`config.mk`:
```
export PLATFORM = sky130hd
export DESIGN_NAME = gbf_in_port_arbiter_flat
export DESIGN_NICKNAME = d
export VERILOG_FILES = /design/src/rtl/gbf_in_port_arbiter_if.sv /design/src/rtl/gbf_in_port_arbiter.sv /design/src/flat_wrapper.sv
export SDC_FILE = /design/constraint.sdc
export NUM_CORES = 2
export LEC_CHECK = 0
export CAP_MARGIN = 20
export CORE_AREA = 2 2 293 295
export CTS_BUF_LIST = sky130_fd_sc_hd__clkbuf_16
export DETAILED_ROUTE_END_ITERATION = 6
export DIE_AREA = 0 0 295 297
export GPL_TIMING_DRIVEN = 1
export PLACE_DENSITY_LB_ADDON = 0.15
export SYNTH_ARGS = -nofsm -noshare
export SYNTH_HDL_FRONTEND = slang
export SYNTH_SLANG_ARGS = --single-unit
export TNS_END_PERCENT = 20
```
`constraint.sdc`:
```
create_clock -name clk -period 16.81 [get_ports clk]
set_input_delay 5.043 -clock clk [delete_from_list [all_inputs] [get_ports clk]]
set_output_delay 5.043 -clock clk [all_outputs]
set_load 0.1 [all_outputs]
```
`src/rtl/gbf_in_port_arbiter_if.sv`:
```
// Bus bundle between the input-GBF port arbiter, its requesters and the quad-port RAM.
//   req_*  : per-requester request/grant handshake (packed, requester i at slice i)
//   rsp_*  : registered read return per requester
//   ram_*  : ports A..D of the buffer RAM (ram_q is the combinational read data)
// master : environment side (requesters + RAM); slave : the arbiter.
interface gbf_in_port_arbiter_if #(
  parameter int unsigned NREQ  = 6,
  parameter int unsigned WIDTH = 32,
  parameter int unsigned AW    = 6
);
  logic [NREQ-1:0]       req_valid;
  logic [NREQ-1:0]       req_we;
  logic [NREQ*AW-1:0]    req_addr;
  logic [NREQ*WIDTH-1:0] req_wdata;
  logic [NREQ-1:0]       req_ready;
  logic [NREQ-1:0]       rsp_valid;
  logic [NREQ*WIDTH-1:0] rsp_rdata;
  logic [3:0]            ram_we;
  logic [4*AW-1:0]       ram_addr;
  logic [4*WIDTH-1:0]    ram_wdata;
  logic [4*WIDTH-1:0]    ram_q;

  modport master (
    output req_valid, req_we, req_addr, req_wdata, ram_q,
    input  req_ready, rsp_valid, rsp_rdata, ram_we, ram_addr, ram_wdata
  );

  modport slave (
    input  req_valid, req_we, req_addr, req_wdata, ram_q,
    output req_ready, rsp_valid, rsp_rdata, ram_we, ram_addr, ram_wdata
  );
endinterface

```
`src/rtl/gbf_in_port_arbiter.sv`:
```
// Round-robin arbiter sharing the four ports of the input global buffer among
// NREQ requesters. Up to four grants per cycle, mapped in scan order onto ports
// A..D; a request that would write, or read, an address already written by an
// earlier grant this cycle is skipped without consuming a port. Read data is
// registered back to the requester one cycle after its grant.
// Ports: clk, rst_n (async, active low), bus (slave modport of
// gbf_in_port_arbiter_if), stall_cnt (saturating count of stalled cycles).
module gbf_in_port_arbiter #(
  parameter int unsigned NREQ   = 6,
  parameter int unsigned WIDTH  = 32,
  parameter int unsigned HEIGHT = 48,
  parameter int unsigned AW     = $clog2(HEIGHT)
) (
  input  logic                  clk,
  input  logic                  rst_n,
  gbf_in_port_arbiter_if.slave  bus,
  output logic [15:0]           stall_cnt
);

  localparam int unsigned PW    = (NREQ > 1) ? $clog2(NREQ) : 1;
  localparam int unsigned NPORT = 4;

  logic [PW-1:0]    rr_ptr;
  logic [PW-1:0]    rr_next;
  logic [NREQ-1:0]  gnt;
  logic [NREQ-1:0]  rd_gnt;
  logic [NREQ-1:0]  ready_c;
  logic             stall_c;
  logic [NREQ-1:0]  rsp_valid_q;

  logic [AW-1:0]    addr_a  [NREQ];
  logic [WIDTH-1:0] wdata_a [NREQ];
  logic [WIDTH-1:0] rdata_q [NREQ];
  logic [WIDTH-1:0] rdata_n [NREQ];

  logic [NPORT-1:0] port_used;
  logic [NPORT-1:0] port_we;
  logic [AW-1:0]    port_addr  [NPORT];
  logic [WIDTH-1:0] port_wdata [NPORT];
  logic [PW-1:0]    port_src   [NPORT];

  // Unpack the per-requester request fields.
  always_comb begin
    for (int i = 0; i < NREQ; i++) begin
      addr_a[i]  = bus.req_addr[i*AW +: AW];
      wdata_a[i] = bus.req_wdata[i*WIDTH +: WIDTH];
    end
  end

  // Round-robin scan: grant in order from rr_ptr, skipping same-address write hazards.
  always_comb begin
    logic [PW:0]   sum;
    logic [PW-1:0] sel;
    logic [2:0]    nport;
    logic          conflict;
    gnt        = '0;
    port_used  = '0;
    port_we    = '0;
    rr_next    = rr_ptr;
    nport      = 3'd0;
    sum        = '0;
    sel        = '0;
    conflict   = 1'b0;
    for (int k = 0; k < NPORT; k++) begin
      port_addr[k]  = '0;
      port_wdata[k] = '0;
      port_src[k]   = '0;
    end
    for (int j = 0; j < NREQ; j++) begin
      sum = {1'b0, rr_ptr} + (PW+1)'(j);
      if (sum >= (PW+1)'(NREQ)) sum = sum - (PW+1)'(NREQ);
      sel = sum[PW-1:0];
      // Reads and writes alike must not touch an address already written this cycle.
      conflict = 1'b0;
      for (int k = 0; k < NPORT; k++) begin
        if (port_used[k] && port_we[k] && (port_addr[k] == addr_a[sel])) conflict = 1'b1;
      end
      if (bus.req_valid[sel] && (nport < 3'd4) && !conflict) begin
        gnt[sel]                 = 1'b1;
        port_used[nport[1:0]]    = 1'b1;
        port_we[nport[1:0]]      = bus.req_we[sel];
        port_addr[nport[1:0]]    = addr_a[sel];
        port_wdata[nport[1:0]]   = wdata_a[sel];
        port_src[nport[1:0]]     = sel;
        nport                    = nport + 3'd1;
        rr_next                  = (sel == PW'(NREQ-1)) ? '0 : sel + 1'b1;
      end
    end
  end

  // Grants and RAM writes are suppressed while reset is asserted.
  assign ready_c       = gnt & {NREQ{rst_n}};
  assign bus.req_ready = ready_c;
  assign bus.ram_we    = port_we & port_used & {NPORT{rst_n}};
  assign stall_c       = |(bus.req_valid & ~ready_c);

  for (genvar g = 0; g < NPORT; g++) begin : g_port
    assign bus.ram_addr[g*AW +: AW]        = port_addr[g];
    assign bus.ram_wdata[g*WIDTH +: WIDTH] = port_wdata[g];
  end

  // Route each granted read's port data back to its requester.
  always_comb begin
    rd_gnt  = '0;
    rdata_n = rdata_q;
    for (int k = 0; k < NPORT; k++) begin
      if (port_used[k] && !port_we[k]) begin
        rd_gnt[port_src[k]]  = 1'b1;
        rdata_n[port_src[k]] = bus.ram_q[k*WIDTH +: WIDTH];
      end
    end
  end

  for (genvar g = 0; g < NREQ; g++) begin : g_rsp
    assign bus.rsp_rdata[g*WIDTH +: WIDTH] = rdata_q[g];
  end
  assign bus.rsp_valid = rsp_valid_q;

  // Pointer, response and stall counter state.
  always_ff @(posedge clk or negedge rst_n) begin
    if (!rst_n) begin
      rr_ptr      <= '0;
      rsp_valid_q <= '0;
      stall_cnt   <= '0;
      for (int i = 0; i < NREQ; i++) rdata_q[i] <= '0;
    end else begin
      rr_ptr      <= rr_next;
      rsp_valid_q <= rd_gnt;
      rdata_q     <= rdata_n;
      if (stall_c && (stall_cnt != 16'hFFFF)) stall_cnt <= stall_cnt + 16'd1;
    end
  end

endmodule
```
`src/flat_wrapper.sv`:
```
// flat-port wrapper written by rule: the top's interface ports become plain ports
module gbf_in_port_arbiter_flat 
#(
  parameter int unsigned NREQ   = 6,
  parameter int unsigned WIDTH  = 32,
  parameter int unsigned HEIGHT = 48,
  parameter int unsigned AW     = $clog2(HEIGHT)
)
  (clk, rst_n, stall_cnt, bus_req_valid, bus_req_we, bus_req_addr, bus_req_wdata, bus_ram_q, bus_req_ready, bus_rsp_valid, bus_rsp_rdata, bus_ram_we, bus_ram_addr, bus_ram_wdata);
  gbf_in_port_arbiter_if #(.NREQ(NREQ), .WIDTH(WIDTH), .AW(AW)) bus_i ();
  input  logic clk;
  input  logic rst_n;
  output logic [15:0] stall_cnt;
  input wire logic [$bits(bus_i.req_valid)-1:0] bus_req_valid;
  input wire logic [$bits(bus_i.req_we)-1:0] bus_req_we;
  input wire logic [$bits(bus_i.req_addr)-1:0] bus_req_addr;
  input wire logic [$bits(bus_i.req_wdata)-1:0] bus_req_wdata;
  input wire logic [$bits(bus_i.ram_q)-1:0] bus_ram_q;
  output wire logic [$bits(bus_i.req_ready)-1:0] bus_req_ready;
  output wire logic [$bits(bus_i.rsp_valid)-1:0] bus_rsp_valid;
  output wire logic [$bits(bus_i.rsp_rdata)-1:0] bus_rsp_rdata;
  output wire logic [$bits(bus_i.ram_we)-1:0] bus_ram_we;
  output wire logic [$bits(bus_i.ram_addr)-1:0] bus_ram_addr;
  output wire logic [$bits(bus_i.ram_wdata)-1:0] bus_ram_wdata;
  assign bus_i.req_valid = bus_req_valid;
  assign bus_i.req_we = bus_req_we;
  assign bus_i.req_addr = bus_req_addr;
  assign bus_i.req_wdata = bus_req_wdata;
  assign bus_i.ram_q = bus_ram_q;
  assign bus_req_ready = bus_i.req_ready;
  assign bus_rsp_valid = bus_i.rsp_valid;
  assign bus_rsp_rdata = bus_i.rsp_rdata;
  assign bus_ram_we = bus_i.ram_we;
  assign bus_ram_addr = bus_i.ram_addr;
  assign bus_ram_wdata = bus_i.ram_wdata;
  gbf_in_port_arbiter #(.NREQ(NREQ), .WIDTH(WIDTH), .HEIGHT(HEIGHT), .AW(AW)) u_core (.clk(clk), .rst_n(rst_n), .bus(bus_i), .stall_cnt(stall_cnt));
endmodule
```
==> reports/results.tsv <==
metric	value	unit
status	finished clean	
tritoncts	built	
whs	0.499	ns
rsz0062_at_grt	yes	
first_pass_iters	7	
cp_max_fo	7	
grt_pass1_vias	39600	
num_rows	107	
grt_start_max_net_pins	97	
finalSetupViolCount	0	
port_buffers	745	
finalMaxSlewViolations	0	
die_h	297	um
synth-seq-area-share	17.2	%
finClkSkew	0.0352	ns
yosys_warnings	0	
cp-start-kind	input pin	
required	11.77	ns
area_growth	53.2	%
synth_area_leaders	dfrtp_1 (17%), mux2i_1 (10%), nor2_1 (8.8%), nand2_1 (7.9%), o21ai_0 (6.4%)	
worstSetupEndpointType	output pin	
avgViaCountPerCell	6.30	
fin_nets	5994	
layout-drive-gt1-share	22.4	%
synth_cells	4731	
clk_latency	0.56	ns
design.die.area	0.0876	sq mm
synth_enable_flop_cells	0	
fin_crit	16.70	ns
gp_congestion	1.02	
htree_levels	1	
slew_headroom	15.3	%
dr.first_iter.drc_count	5409	
vias	43000	
yosys_register_bits	217	
wl_per_cell	27.7	um
synth_area	0.0317	sq mm
syn_area_per_cell	6.69	sq um
syn_nets	5122	
clockBufferDepth	3	
yosysTopAreaCell	dfrtp_1	
slowest_stage	a2111oi_4	
hold_viol	0	
critPathMaxStageDelay	0.47	ns
worstMarginPinSlew	1.26	ns
cap_violations	0	
clk_pin_slew_worst_paths	0.06	ns
crit_path_frequent_cell	buf_12	
grt_pass1_wl	271000	um
gr-usage-all-layers	40.7	%
die_w	295	um
ys.flop_type	dfrtp_1	
grt_antenna_before_repair	56	
place.detailed.hpwl	132000	um
min_path_type	reg2reg	
detail-route-antenna-nets	0	
core_area	0.0845	sq mm
start_util	37.5	%
cts_root_buf	clkbuf_16	
arrival	11.66	ns
crit_type	in2out	
synth-async-reset-ratio	100	%
numClockSinks	217	
totalWireLength	189000	um
synth_cell_type_count	99	
drc_errors	0	
max_freq	59.9	MHz
post-route-period-util	99.3	%
numCtsBuffers	24	
ioPinCount	746	
grt-ovfl-total	0	
synth_top_area_share	17.2	%
[kinds of logic (layout without fill, tap and decap cells)]
logic type	count (synthesis)	in the layout	synth area share (%)
simple gates	1794	1794	24.1
compound gates	1653	1653	33.7
fa+ha+maj	21	21	0.830
other cells	0	56	0
xor+xnor	65	65	1.85
mux	485	485	16.0
buf+inv	496	1383	6.46
flops	217	217	17.2
[layout by cell type, fill, tap and decap left out, types with 13 or more instances in the layout]
cell type,n
a211o_1,138
a211oi_1,49
a21o_1,13
a21oi_1,326
a31oi_1,213
and2_1,13
buf_12,197
buf_4,496
buf_6,19
clkbuf_16,28
clkdlybuf4s50_1,554
dfrtp_1,216
diode_2,56
dlymetal6s2s_1,25
ha_1,16
inv_1,27
mux2_2,148
mux2i_1,308
nand2_1,650
nand2_2,15
nand2b_1,82
nand3_1,97
nor2_1,732
nor3_1,40
nor4_1,15
o211ai_1,171
o21ai_0,257
o21ai_2,40
o21ai_4,106
o221ai_1,41
o22ai_1,64
o31ai_1,72
or3_1,37
xnor2_1,48
[stage by stage]
stage	instance area, sq um	TNS [ns]	utilization, %	instances	worst slack (ns)
global route	48500	-6.32	57.4	6813	-0.101
finish	48500	0	57.4	6818	0.111
CTS	47300	0	56.0	6710	0.00362
global placement	46200	-35.02	54.6	6639	-0.352
detailed placement	46200	-61.34	54.6	6639	-0.540
floorplan	33300	-4.44	-	4731	-0.101
[critical path, delay by kind of cell]
kind                     cells  cell delay [ns]
buffers and inverters       13             1.89
AND/OR/NAND/NOR              8             1.11
AO/OA/AOI/OAI               10             2.24
adder cells (fa/ha/maj)      1             0.32
multiplexers                 4             1.00
[synth_stat cells, types with 13 or more instances]
cell type	number
nand3_1	102
a21o_1	13
inv_1	33
clkbuf_1	334
xor2_1	13
and2_1	17
xnor2_1	50
nand2_1	670
a21oi_1	338
o31ai_1	78
nor4_1	22
a211o_1	138
o221ai_1	41
a211oi_1	56
dfrtp_1	217
buf_1	60
mux2_2	154
nor3_1	47
a31oi_1	215
buf_4	19
buf_2	39
nand2b_1	82
o22ai_1	71
ha_1	21
or3_1	39
mux2i_1	327
nor2_1	746
o21ai_0	406
o211ai_1	171
[final timing paths]
path                                             end           startpoint  slack, ns  cells past startpoint
max reg2reg                 u_core.bus.rsp_rdata[61]     u_core.rr_ptr[1]       5.79                     33
max in group asynchronous   u_core.bus.rsp_rdata[57]                rst_n      10.15                      3
min                              u_core.stall_cnt[6]  u_core.stall_cnt[6]       0.50                      1
min in group asynchronous  u_core.bus.rsp_rdata[115]                rst_n       4.37                      1
min reg2reg                      u_core.stall_cnt[6]  u_core.stall_cnt[6]       0.50                      1
max                                  bus_ram_addr[2]     bus_req_addr[23]       0.11                     36
[what timing repair did]
item,4_1_cts,5_1_grt
cloned,2,4
buffers inserted,28,44
endpoints found under the setup margin,162,162
pin swaps,27,33
resized for setup,46,127
hold buffers,0,0
[metal layers]
layer	wire length (um)	vias up	share of wire [%]	GRT usage [%]
li1	-	19100	-	-
met3	21600	588	11	10.2
met2	84600	2932	45	63.2
met5	16	-	0.0085	0
met4	11400	2	6.0	23.0
met1	71400	20300	38	51.2
[registers in the layout, summed over array words and instances (netlist names)]
name and count:
u_core.stall_cnt 16, u_core.rr_ptr 3, u_core.bus.rsp_rdata 192, u_core.bus.rsp_valid 6
[area by class of cell]
class                           instances  area (sq um)
Antenna cell                           56           140
Clock inverter                         17           120
Timing Repair Buffer                 1305         14000
Clock buffer                           24           601
Fill cell                            7903         36000
Sequential cell                       217          5430
Multi-Input combinational cell       4018         26600
Tap cell                             1144          1430
Inverter                               37           144
Power is not shown: default switching activity piles up to over one toggle a cycle in this logic, so the estimate is an artifact.
